[config.mk]
export PLATFORM = sky130hd
export DESIGN_NAME = ultra_cpu_core
export DESIGN_NICKNAME = d
export VERILOG_FILES = /design/src/rtl/ultra_cpu_core.sv
export SDC_FILE = /design/constraint.sdc
export NUM_CORES = 1
export LEC_CHECK = 0
export CAP_MARGIN = 10
export CORE_UTILIZATION = 65
export DETAILED_ROUTE_END_ITERATION = 12
export GPL_ROUTABILITY_DRIVEN = 1
export MAX_ROUTING_LAYER = met4
export PLACE_DENSITY = 0.84
export RECOVER_POWER = 100
export SYNTH_ARGS = -nofsm -noshare
export SYNTH_HDL_FRONTEND = slang
export SYNTH_SLANG_ARGS = --single-unit
[constraint.sdc]
create_clock -name clk -period 4.05 [get_ports clk]
set_input_delay 0.81 -clock clk [delete_from_list [all_inputs] [get_ports clk]]
set_output_delay 0.81 -clock clk [all_outputs]
set_load 0.005 [all_outputs]
[src/rtl/ultra_cpu_core.sv]
// Multi-cycle accumulator CPU with internal program memory, Z/C flags,
// output latch and a run/halt handshake.
module ultra_cpu_core #(
  parameter int DATA_W = 8,
  parameter int ADDR_W = 4
) (
  input  logic              clk,
  input  logic              rst,
  input  logic              load_en,
  input  logic [ADDR_W-1:0] load_addr,
  input  logic [DATA_W-1:0] load_data,
  input  logic              run,
  output logic [DATA_W-1:0] acc_out,
  output logic [ADDR_W-1:0] pc_out,
  output logic              zero_flag,
  output logic              carry_flag,
  output logic              busy,
  output logic              halted
);

  typedef enum logic [2:0] {
    S_IDLE, S_FETCH, S_DECODE, S_IMM, S_EXEC, S_HALT
  } state_t;

  localparam logic [3:0] OP_LDI = 4'h1, OP_ADD = 4'h2, OP_SUB = 4'h3,
                         OP_AND = 4'h4, OP_OR  = 4'h5, OP_XOR = 4'h6,
                         OP_NOT = 4'h7, OP_LDB = 4'h8, OP_STA = 4'h9,
                         OP_LDA = 4'hA, OP_JMP = 4'hB, OP_BEQ = 4'hC,
                         OP_BCS = 4'hD, OP_OUT = 4'hE, OP_HLT = 4'hF;

  state_t              state, state_nx;
  logic [DATA_W-1:0]   mem [2**ADDR_W];
  logic [DATA_W-1:0]   acc, b, ir, acc_nx;
  logic [ADDR_W-1:0]   pc;
  logic                zf, cf, acc_wr, stopped, start, load_ok;
  logic [DATA_W:0]     sum, diff;
  logic [3:0]          op;
  logic [ADDR_W-1:0]   addr;

  assign op      = ir[DATA_W-1:DATA_W-4];
  assign addr    = ir[ADDR_W-1:0];
  assign stopped = (state == S_IDLE) || (state == S_HALT);
  // A load in the same cycle as run wins; run is dropped.
  assign load_ok = stopped && load_en;
  assign start   = stopped && run && !load_en;

  assign sum  = {1'b0, acc} + {1'b0, b};
  assign diff = {1'b0, acc} - {1'b0, b};

  always_comb begin
    acc_nx = acc;
    acc_wr = 1'b1;
    case (op)
      OP_ADD:  acc_nx = sum[DATA_W-1:0];
      OP_SUB:  acc_nx = diff[DATA_W-1:0];
      OP_AND:  acc_nx = acc & b;
      OP_OR:   acc_nx = acc | b;
      OP_XOR:  acc_nx = acc ^ b;
      OP_NOT:  acc_nx = ~acc;
      OP_LDA:  acc_nx = mem[addr];
      default: acc_wr = 1'b0;
    endcase
  end

  always_ff @(posedge clk) begin
    if (rst) state <= S_IDLE;
    else     state <= state_nx;
  end

  always_comb begin
    state_nx = state;
    case (state)
      S_IDLE, S_HALT: if (start) state_nx = S_FETCH;
      S_FETCH:        state_nx = S_DECODE;
      S_DECODE:       state_nx = (op == OP_LDI || op == OP_LDB) ? S_IMM : S_EXEC;
      S_IMM:          state_nx = S_EXEC;
      S_EXEC:         state_nx = (op == OP_HLT) ? S_HALT : S_FETCH;
      default:        state_nx = S_IDLE;
    endcase
  end

  // Memory survives reset, but reset still blocks any write in its cycle.
  always_ff @(posedge clk) begin
    if (!rst) begin
      if (load_ok)                            mem[load_addr] <= load_data;
      else if (state == S_EXEC && op == OP_STA) mem[addr]    <= acc;
    end
  end

  always_ff @(posedge clk) begin
    if (rst) begin
      acc <= '0; b <= '0; ir <= '0; pc <= '0;
      zf <= 1'b0; cf <= 1'b0; acc_out <= '0;
    end else begin
      case (state)
        S_IDLE, S_HALT: if (start) pc <= '0;
        S_FETCH: begin
          ir <= mem[pc];
          pc <= pc + 1'b1;
        end
        S_IMM: begin
          if (op == OP_LDB) b <= mem[pc];
          else begin
            acc <= mem[pc];
            zf  <= (mem[pc] == '0);
          end
          pc <= pc + 1'b1;
        end
        S_EXEC: begin
          if (acc_wr) begin
            acc <= acc_nx;
            zf  <= (acc_nx == '0);
          end
          if (op == OP_ADD) cf <= sum[DATA_W];
          if (op == OP_SUB) cf <= diff[DATA_W];
          if (op == OP_OUT) acc_out <= acc;
          if (op == OP_JMP || (op == OP_BEQ && zf) || (op == OP_BCS && cf))
            pc <= addr;
        end
        default: ;
      endcase
    end
  end

  assign pc_out     = pc;
  assign zero_flag  = zf;
  assign carry_flag = cf;
  assign busy       = !stopped;
  assign halted     = (state == S_HALT);

endmodule

==> summary.md <==
| Metric | Value |
|---|---|
| Outcome | `finished, violations left` |
| Violated checks | `max-capacitance violations, max-slew violations` |
| Avg Vias per Cell | `7.44` |
| Psw | `0.00109 W` |
| RSZ-0062 raised after global routing | `false` |
| Initial core utilization | `0.666` |
| DP HPWL | `19.9 mm` |
| GR Util All Layers | `0.415` |
| CP endpoint kind | `flop` |
| Pre-Repair DR Iteration Count | `8` |
| Max-Slew Margin vs Limit | `-0.0121` |
| Final Max Tran Viols | `34` |
| Num CTS Buffers | `17` |
| DR iter-0 viols | `1245` |
| Synth Area in Compound Gates | `0.104` |
| Logic pwr share | `0.100` |
| # nets final | `820` |
| Area of the multi-input gates | `0.00442 mm²` |
| FF/Latch Area | `0.00483 mm²` |
| Max cap viols | `1` |
| PostCTS Resize Cnt | `0` |
| Main combinational cell family by area after synthesis | `multiplexers` |
| Buffer depth of the longest clock path | `2` |
| Area growth from synthesis to layout | `10.2%` |
| Worst R2R Start | `state[2]$_SDFFE_PP0N_` |
| Htree depth | `4` |
| Hold-fix buffers at CTS | `0` |
| Sequential Power Share | `0.498` |
| Global route total overflow | `0` |
| Clock Pin Slew Worst Setup and Hold Paths | `0.08 ns` |
| GPL Wtd Cong | `0.973` |
| Final setup TNS | `0 ns` |
| Clock Skew | `0.0110 ns` |
| Antenna violations before repair | `0` |
| Cell area power density | `381 mW/mm²` |
| Share of layout cells above drive strength 1 | `0.135` |
| Lkg Pwr | `3.51 nW` |
| Clock sink total | `177` |
| Area share of fa/ha/maj cells after synthesis | `0.0366` |
| Crit. Startpoint | `state[2]$_SDFFE_PP0N_` |
| Clock power share | `0.402` |
| Root buf cell | `clkbuf_16` |
| Synth Net Count | `795` |
| Die ar. | `0.0153 mm²` |
| Fillers | `907` |
| Post-Syn Instances | `752` |
| Clk_lat worst skew | `0.45 ns` |
| FMAX | `267 MHz` |
| Setup bufs post-CTS | `0` |
| Arrival time worst endpoint | `3.86 ns` |
| Internal | `0.00296 W` |
| HP Class | `reg2reg` |
| Core area | `0.0145 mm²` |
| Worst IR Drop VDD | `0.000411 V` |
| Syn Area/Cell | `12.8 µm²` |
| Post-synthesis cell area | `0.00964 mm²` |
| Sw frac | `0.270` |
| Pwr Total | `0.00405 W` |
| First-pass GRT wire length | `42.7 mm` |
| Largest net degree at the start of global routing | `39` |
| Post-Synth XOR/XNOR Area | `0.00273` |
| Register bit count reported by yosys | `177` |
| # IOs | `32` |
| Antenna diode count | `0` |
| Final ANT Viol Nets | `0` |
| Commonest non-fill, non-tap cell in the layout | `edfxtp_1` |
| Final setup fails | `0` |
| Critical Path Start Type | `flop` |
| Async SR Flop Fraction | `0` |
| Tcrit/Tclk final | `0.924` |
| Mux cell area share after synthesis | `0.214` |
| CTS tree | `built` |
| Hold Path Origin | `acc_out[7]$_SDFFE_PP0P_` |
| Simple-Gate Fraction of Synth Area | `0.101` |
| WS Path Type | `reg2reg` |
| WL/cell | `29.6 µm` |
| DR vias | `7250` |
| YS warnings | `0` |
| Number of synthesized flops with an enable pin | `128` |
| Die Ht | `124 µm` |
| Post-layout util | `0.734` |
| Most frequent cells in the layout | `edfxtp_1, nor2_1, mux4_2, dfxtp_1, mux2i_1` |
| Tightest Pin Transition | `1.52 ns` |
| # rows | `44` |
| DRC viols | `0` |
| Fin crit period | `3.74 ns` |
| Final WL | `28.8 mm` |
| Sequential area share after synthesis | `0.500` |
| Yosys cell types | `78` |
| Buffers on Ports | `31` |
| Worst path required time | `4.17 ns` |
| Fin. Hold Viols | `0` |
| Vias in the first global route | `6812` |
| Hold WS | `0.490 ns` |
| Worst Path Max Fanout | `16` |
| Die width | `124 µm` |
| Ys flop type | `edfxtp_1` |
[critical path: stages, from the launching register on]
cell	delay (ns)
dfxtp_1	0.53
nor2b_1	0.30
nor2b_1	0.17
buf_4	0.21
nand4_1	0.53
clkbuf_1	0.46
o21ai_0	0.45
clkbuf_1	0.75
[worst paths after layout]
check | end | slack (ns) | cells past startpoint
setup / recovery | mem[6][1]$_DFFE_PP_ | 0.31 | 7
hold / removal | acc_out[7]$_SDFFE_PP0P_ | 0.49 | 2
setup reg to reg | mem[6][1]$_DFFE_PP_ | 0.31 | 7
hold reg to reg | acc_out[7]$_SDFFE_PP0P_ | 0.49 | 2
[cell usage after synthesis (4+ instances only)]
cell type | number | area [µm²]
ha_1 | 25 | 313
nor2b_1 | 9 | 56.3
nor2_1 | 89 | 334
a211oi_1 | 7 | 52.6
a21oi_1 | 32 | 160
dfxtp_1 | 49 | 981
nand3_1 | 6 | 30.0
nor3_1 | 14 | 70.1
nand2b_1 | 7 | 43.8
clkbuf_1 | 18 | 67.6
buf_2 | 18 | 90.1
mux4_1 | 18 | 473
a31oi_1 | 11 | 68.8
nor3b_1 | 6 | 45.0
and2_1 | 4 | 25.0
inv_1 | 31 | 116
edfxtp_1 | 128 | 3840
nand2_1 | 41 | 154
a22oi_1 | 12 | 90.1
o21ai_0 | 24 | 120
mux2_2 | 5 | 56.3
mux2i_1 | 45 | 450
o211ai_1 | 7 | 52.6
mux4_2 | 47 | 1060
a221oi_1 | 6 | 52.6
[metal layers]
metal / vias up / track usage / routed length, µm
met5: - / - / 0
met4: 0 / 0.233 / 1700
met3: 132 / 0.0861 / 2890
met2: 586 / 0.657 / 14200
met1: 3550 / 0.497 / 10000
li1: 2982 / - / -
[power groups by stage]
| stage | Clock, W | Combinational (W) | Sequential [W] |
|---|---|---|---|
| after floorplan | 0 | 0.000300 | 0.00201 |
| final | 0.00163 | 0.000406 | 0.00202 |
| after CTS | 0.00163 | 0.000401 | 0.00202 |
| after global placement | 0 | 0.000386 | 0.00205 |
| after global routing | 0.00169 | 0.000423 | 0.00202 |
| after detailed placement | 0 | 0.000396 | 0.00205 |
[registers in the layout, summed over array words and instances (netlist names), named ones only]
signal	flops
mem	128
acc	8
acc_out	8
b	8
ir	8
pc_out	4
state	3
carry_flag	1
zero_flag	1
[final cells by class]
cell class,count,share of cell area
clock buffers,17,0.0400
clock inverters,15,0.0157
inverters,31,0.0109
multi-input cells,496,0.416
flip-flops and latches,177,0.454
well taps,184,0.0217
repair buffers,54,0.0416
[kinds of logic (layout without fill, tap and decap cells)]
logic type / count (synthesis) / count (layout)
simple gates: 204 / 204
compound gates: 146 / 146
mux: 116 / 116
xor+xnor: 3 / 3
flops: 177 / 177
buf+inv: 79 / 117
fa+ha+maj: 27 / 27
[stage by stage]
step           instance area (µm²)  instances  worst slack, ns
5_1_grt                      10600        974            0.305
6_report                     10600        974            0.308
3_5_place_dp                 10100        942            0.402
2_1_floorplan                 9640        752             1.51
4_1_cts                      10700        974            0.659
3_3_place_gp                 10100        942            0.663
No activity file was read; power rests on OpenSTA's default activity.
